File: config.mk
export PLATFORM = sky130hd
export DESIGN_NAME = ifu_fetch_queue
export DESIGN_NICKNAME = d
export VERILOG_FILES = /design/src/rtl/ifu_fetch_queue.sv
export SDC_FILE = /design/constraint.sdc
export NUM_CORES = 2
export LEC_CHECK = 0
export BUFFER_PORTS_ARGS = -buffer_cell sky130_fd_sc_hd__buf_2
export CAP_MARGIN = 20
export CORE_ASPECT_RATIO = 0.7
export CORE_MARGIN = 2
export CORE_UTILIZATION = 40
export DETAILED_ROUTE_END_ITERATION = 12
export GPL_ROUTABILITY_DRIVEN = 0
export GPL_TIMING_DRIVEN = 0
export RECOVER_POWER = 25
export SLEW_MARGIN = 5
export SYNTH_ARGS = -nofsm -noshare
export SYNTH_HDL_FRONTEND = slang
export SYNTH_SLANG_ARGS = --single-unit
File: constraint.sdc
create_clock -name clk -period 16.85 [get_ports clk]
set_clock_uncertainty 0.2 [all_clocks]
set_input_delay 0.8425 -clock clk [delete_from_list [all_inputs] [get_ports clk]]
set_output_delay 0.8425 -clock clk [all_outputs]
set_load 0.01 [all_outputs]
File: src/rtl/ifu_fetch_queue.sv
// Fetch-to-decode decoupling queue: accepts up to two instructions per cycle from the
// I-cache fetch pair and presents the two oldest, in program order, to the decode IB.

`ifndef LA64_PC_WIDTH
`define LA64_PC_WIDTH 64
`endif

module ifu_fetch_queue #(
    parameter int DEPTH = 8,
    parameter int PC_W  = `LA64_PC_WIDTH
) (
    input  logic              clk,
    input  logic              rst_n,
    input  logic              fch_valid,
    input  logic [1:0]        fch_mask,
    input  logic [PC_W-2:0]   fch_pc,
    input  logic [31:0]       fch_inst0,
    input  logic [31:0]       fch_inst1,
    input  logic              fch_err,
    output logic              fch_ready,
    input  logic              flush,
    output logic              ifu_i0_valid,
    output logic              ifu_i1_valid,
    output logic [PC_W-2:0]   ifu_i0_pc,
    output logic [PC_W-2:0]   ifu_i1_pc,
    output logic [31:0]       ifu_i0_inst,
    output logic [31:0]       ifu_i1_inst,
    output logic              ifu_i0_err,
    output logic              ifu_i1_err,
    input  logic [1:0]        ib_pop
);

    localparam int AW = $clog2(DEPTH);
    localparam int EW = PC_W + 32;   // {err, pc[PC_W-2:0], inst}

    logic [EW-1:0]   mem_r [DEPTH];
    logic [AW:0]     wr_ptr_r;
    logic [AW:0]     rd_ptr_r;
    logic [AW:0]     count_s;
    logic [AW:0]     pop_s;
    logic [AW:0]     wr_num_s;
    logic            wr_en_s;
    logic [AW-1:0]   wr_idx0_s;
    logic [AW-1:0]   wr_idx1_s;
    logic [AW-1:0]   rd_idx0_s;
    logic [AW-1:0]   rd_idx1_s;
    logic [EW-1:0]   slot0_ent_s;
    logic [EW-1:0]   slot1_ent_s;
    logic [EW-1:0]   first_ent_s;
    logic [EW-1:0]   rd0_ent_s;
    logic [EW-1:0]   rd1_ent_s;

    // Occupancy, write acceptance, pop clamp and entry formatting.
    always_comb begin
        count_s     = wr_ptr_r - rd_ptr_r;
        fch_ready   = (count_s <= (AW+1)'(DEPTH - 2));
        wr_en_s     = fch_valid & fch_ready & ~flush;
        slot0_ent_s = {fch_err, fch_pc, fch_inst0};
        slot1_ent_s = {fch_err, fch_pc + (PC_W-1)'(2), fch_inst1};
        if (wr_en_s) begin
            wr_num_s = (AW+1)'(fch_mask[0]) + (AW+1)'(fch_mask[1]);
        end else begin
            wr_num_s = {(AW+1){1'b0}};
        end
        // A lone slot-1 fetch lands in the first free entry.
        if (fch_mask[0]) begin
            first_ent_s = slot0_ent_s;
        end else begin
            first_ent_s = slot1_ent_s;
        end
        if ((AW+1)'(ib_pop) > count_s) begin
            pop_s = count_s;
        end else begin
            pop_s = (AW+1)'(ib_pop);
        end
        wr_idx0_s = wr_ptr_r[AW-1:0];
        wr_idx1_s = wr_ptr_r[AW-1:0] + AW'(1);
        rd_idx0_s = rd_ptr_r[AW-1:0];
        rd_idx1_s = rd_ptr_r[AW-1:0] + AW'(1);
    end

    // Entry storage; deliberately never cleared by reset or flush.
    always_ff @(posedge clk) begin
        if (wr_en_s && (fch_mask != 2'b00)) begin
            mem_r[wr_idx0_s] <= first_ent_s;
        end
        if (wr_en_s && (fch_mask == 2'b11)) begin
            mem_r[wr_idx1_s] <= slot1_ent_s;
        end
    end

    // Read/write pointers with wrap bit.
    always_ff @(posedge clk or negedge rst_n) begin
        if (!rst_n) begin
            wr_ptr_r <= {(AW+1){1'b0}};
            rd_ptr_r <= {(AW+1){1'b0}};
        end else if (flush) begin
            wr_ptr_r <= {(AW+1){1'b0}};
            rd_ptr_r <= {(AW+1){1'b0}};
        end else begin
            wr_ptr_r <= wr_ptr_r + wr_num_s;
            rd_ptr_r <= rd_ptr_r + pop_s;
        end
    end

    // Output slots read straight from the two oldest entries.
    always_comb begin
        rd0_ent_s    = mem_r[rd_idx0_s];
        rd1_ent_s    = mem_r[rd_idx1_s];
        ifu_i0_valid = (count_s >= (AW+1)'(1));
        ifu_i1_valid = (count_s >= (AW+1)'(2));
        ifu_i0_err   = rd0_ent_s[EW-1];
        ifu_i0_pc    = rd0_ent_s[EW-2:32];
        ifu_i0_inst  = rd0_ent_s[31:0];
        ifu_i1_err   = rd1_ent_s[EW-1];
        ifu_i1_pc    = rd1_ent_s[EW-2:32];
        ifu_i1_inst  = rd1_ent_s[31:0];
    end

    ifu_fetch_queue_chk #(.AW(AW)) u_chk (
        .clk   (clk),
        .rst_n (rst_n),
        .flush (flush),
        .ib_pop(ib_pop),
        .count (count_s)
    );

endmodule

// Protocol checker: the decode IB must never consume more than is valid.
module ifu_fetch_queue_chk #(
    parameter int AW = 3
) (
    input  logic        clk,
    input  logic        rst_n,
    input  logic        flush,
    input  logic [1:0]  ib_pop,
    input  logic [AW:0] count
);

    a_pop_le_count: assert property (@(posedge clk) disable iff (!rst_n)
        (!flush) |-> ((AW+1)'(ib_pop) <= count));

endmodule

==> reports/metrics.csv <==
metric,value,unit
status,finished with violations,
violations,"max-capacitance violations, max-slew violations",
cpPeakStageDelay,1.06,ns
ir_worst_vdd,86.4,uV
clock.fmax,143,MHz
combPwrFrac,46.3,%
wl_per_cell,30.6,um
synthFlopType,edfxtp_1,
worstMarginPinSlew,2.34,ns
syn_area,47200,um^2
grt_pass1_vias,33900,
p_int,0.00479,W
setup_viol,0,
multiInputGateArea,22400,um^2
grt_start_max_net_pins,35,
worst_setup_path_end_kind,flip-flop,
drc,0,
cts_inserted_buffers,86,
core-area,117000,um^2
finalHoldViolCount,0,
final_nets,4253,
n_fill_cell,10600,
dpl_cell_area,52200,um^2
cts-htree-levels,3,
rrSetupSlack,9.84,ns
p_total,0.00777,W
startpoint_type,flip-flop,
boundaryPins,331,
grt_usage,28.7,%
synth.yosys.warnings,0,
yosys.cell_types.count,67,
cts-root-buf,clkbuf_16,
postCtsSetupRepairBufs,0,
power_switching,0.00298,W
io_buffer_count,276,
p_leak,19.0,nW
critical_path_class,flip-flop to flip-flop,
initial_core_util,40.3,%
async_flop_share,1.03,%
endpoint,mem_r[6][53],
finalInstanceArea,54900,um^2
syn_area_per_cell,13.1,um^2
dp_hpwl,124,mm
crit_path_start,rd_ptr_r[1],
worst-path-max-fanout,34,
critical_path.top_delay_family,buffers and inverters,
power_density,141,nW/um^2
dieArea,121000,um^2
yosysTopAreaCell,edfxtp_1,
die_height,291,um
die_x,415,um
drive_gt1_share,29.1,%
regArea,23300,um^2
via_per_inst,6.09,
slew_violations,33,
pwr-share-seq,28.8,%
worstPathCellList,clkbuf_1 > clkbuf_1 > clkbuf_1 > inv_1 > ha_1 > and3b_1 > o21ai_0 > nand2_1 > nor2_1 > clkbuf_1 > a31o_4 > buf_12 > buf_16,
ant_nets,0,
p_sw_share,38.4,%
drt_first_pass_iters,8,
ys_ff_latch,776,
antenna_found_initial,24,
fp-row-count,105,
synthTopCellsByArea,"edfxtp_1 49%, mux4_2 18%, xor2_1 6.0%",
r2r_end,mem_r[6][53],
synth_nets,3767,
drtIter0Drc,4432,
clk-insertion-delay-late,0.72,ns
slew_headroom,-58.0,%
cp_num_buf_inv,7,
crit-reg2reg-launch,rd_ptr_r[1],
min_period,7.01,ns
hold_class,input pin to flip-flop,
rsz0062_at_grt,false,
cts_tree,done,
setup_tns,0,ns
holdPathStages,1,
fin_crit_sh,41.6,%
routed_wl,175,mm
overflow,0,
cp_common_cell,clkbuf_1,
vias,34900,
cts_sinks,776,
synth_top_area_share,48.8,%
r2r_cells,13,
syn2layout_area_growth,16.3,%
yosysMostFrequentCell,edfxtp_1,
cts.clk_slew.worst_paths,0.06,ns
path_depth,13,
clock_path_buffers,3,
drv_cap,4,
synth_cells,3613,
synth_edf_count,768,
worst_ep_required_time,17.03,ns
synth_top_cells_by_count,"768 x edfxtp_1, 399 x nand2_1, 392 x nor2_1",
cp_data_arrival_time,7.19,ns
grt_first_pass_wirelength,248,mm
yosysSeqAreaShare,49.3,%
cp_slowest_cell,nor2_1,
clkPwrFrac,24.9,%
## final cells by class
cell class | instances | area share [%]
clock inverters | 52 | 0.998
diodes | 15 | 0.0683
inverters | 20 | 0.137
well taps | 1551 | 3.53
multi-input cells | 2467 | 40.8
plain buffers | 350 | 2.59
repair buffers | 398 | 5.45
flip-flops and latches | 776 | 42.4
clock buffers | 105 | 4.11
## worst min path at each step
stage | from | endpoint
5_1_grt | fch_pc[14] | mem_r[4][46]
3_3_place_gp | rd_ptr_r[3] | rd_ptr_r[3]
3_5_place_dp | rd_ptr_r[3] | rd_ptr_r[3]
6_report | fch_err | mem_r[7][95]
2_1_floorplan | rst_n | rd_ptr_r[0]
4_1_cts | fch_pc[0] | mem_r[2][32]
## cells in the final DEF, fill, tap and decap left out, drive strengths merged, types with 6 or more instances in the layout
| cell | netlist | layout |
|---|---|---|
| nor4 | 140 | 140 |
| mux2 | 229 | 229 |
| ha | 15 | 15 |
| nor3 | 26 | 26 |
| clkbuf | 196 | 354 |
| a31o | 6 | 6 |
| a21oi | 180 | 180 |
| mux4 | 384 | 384 |
| buf | 154 | 497 |
| xnor2 | 148 | 148 |
| bufinv | 0 | 8 |
| nand3 | 33 | 33 |
| nand4 | 36 | 36 |
| diode | 0 | 15 |
| inv | 19 | 20 |
| clkinv | 1 | 42 |
| dfrtp | 8 | 8 |
| nand2 | 399 | 399 |
| mux2i | 59 | 59 |
| edfxtp | 768 | 768 |
| o21ai | 6 | 6 |
| nor2 | 402 | 402 |
| and3 | 13 | 13 |
| nor4b | 8 | 8 |
| xor2 | 325 | 325 |
## power groups by stage
stage          Combinational, W  Sequential (W)  Clock [W]
6_report                0.00359         0.00224    0.00194
3_3_place_gp            0.00345         0.00230          0
3_5_place_dp            0.00359         0.00228          0
5_1_grt                 0.00375         0.00224    0.00201
2_1_floorplan           0.00209         0.00227          0
4_1_cts                 0.00361         0.00224    0.00194
## per-stage QoR
step	cells	hold slack, ns	util (%)	setup WS [ns]
6_report	5734	0.314	46.9	9.84
3_3_place_gp	5440	0.403	43.1	-10.73
4_1_cts	5710	0.212	46.9	10.19
5_1_grt	5731	0.312	46.9	9.62
2_1_floorplan	3613	0.347	-	3.32
3_5_place_dp	5552	0.417	44.5	10.23
## per-layer routing
layer	up-vias	track usage (%)	share of wire, %
li1	14600	-	-
met1	17600	41.0	40
met5	-	0	0.052
met4	14	10.5	3.9
met2	2320	41.9	44
met3	359	7.59	12
## logic make-up (layout without fill, tap and decap cells)
kind of cell / after synthesis / count (layout) / share of synthesized area [%]
flip-flops: 776 / 776 / 49.3
multiplexers: 672 / 672 / 25.0
AO/OA/AOI/OAI: 220 / 220 / 2.76
XOR/XNOR: 473 / 473 / 8.80
buffers and inverters: 370 / 925 / 3.27
AND/OR/NAND/NOR: 1083 / 1083 / 10.4
adder cells (fa/ha/maj): 18 / 18 / 0.525
other: 1 / 16 / 0.00794
## state kept, by name, indices dropped and copies added, names as in the netlist
register / flops
wr_ptr_r: 4
rd_ptr_r: 4
mem_r: 768
## timing repair
action / 4_1_cts / 5_1_grt
hold buffers: 1 / 0
endpoints found under the hold margin: 8 / 0
gates resized for setup: 0 / 0
## worst reg2reg max path: stages (launching register included)
cell,delay (ns)
dfrtp_1,0.39
clkbuf_1,0.23
clkbuf_1,0.85
clkbuf_1,0.37
inv_1,0.23
ha_1,0.34
and3b_1,0.22
o21ai_0,0.37
nand2_1,0.28
nor2_1,1.06
clkbuf_1,1.02
a31o_4,0.46
buf_12,0.28
buf_16,0.29
No activity file was read; power rests on OpenSTA's default activity.
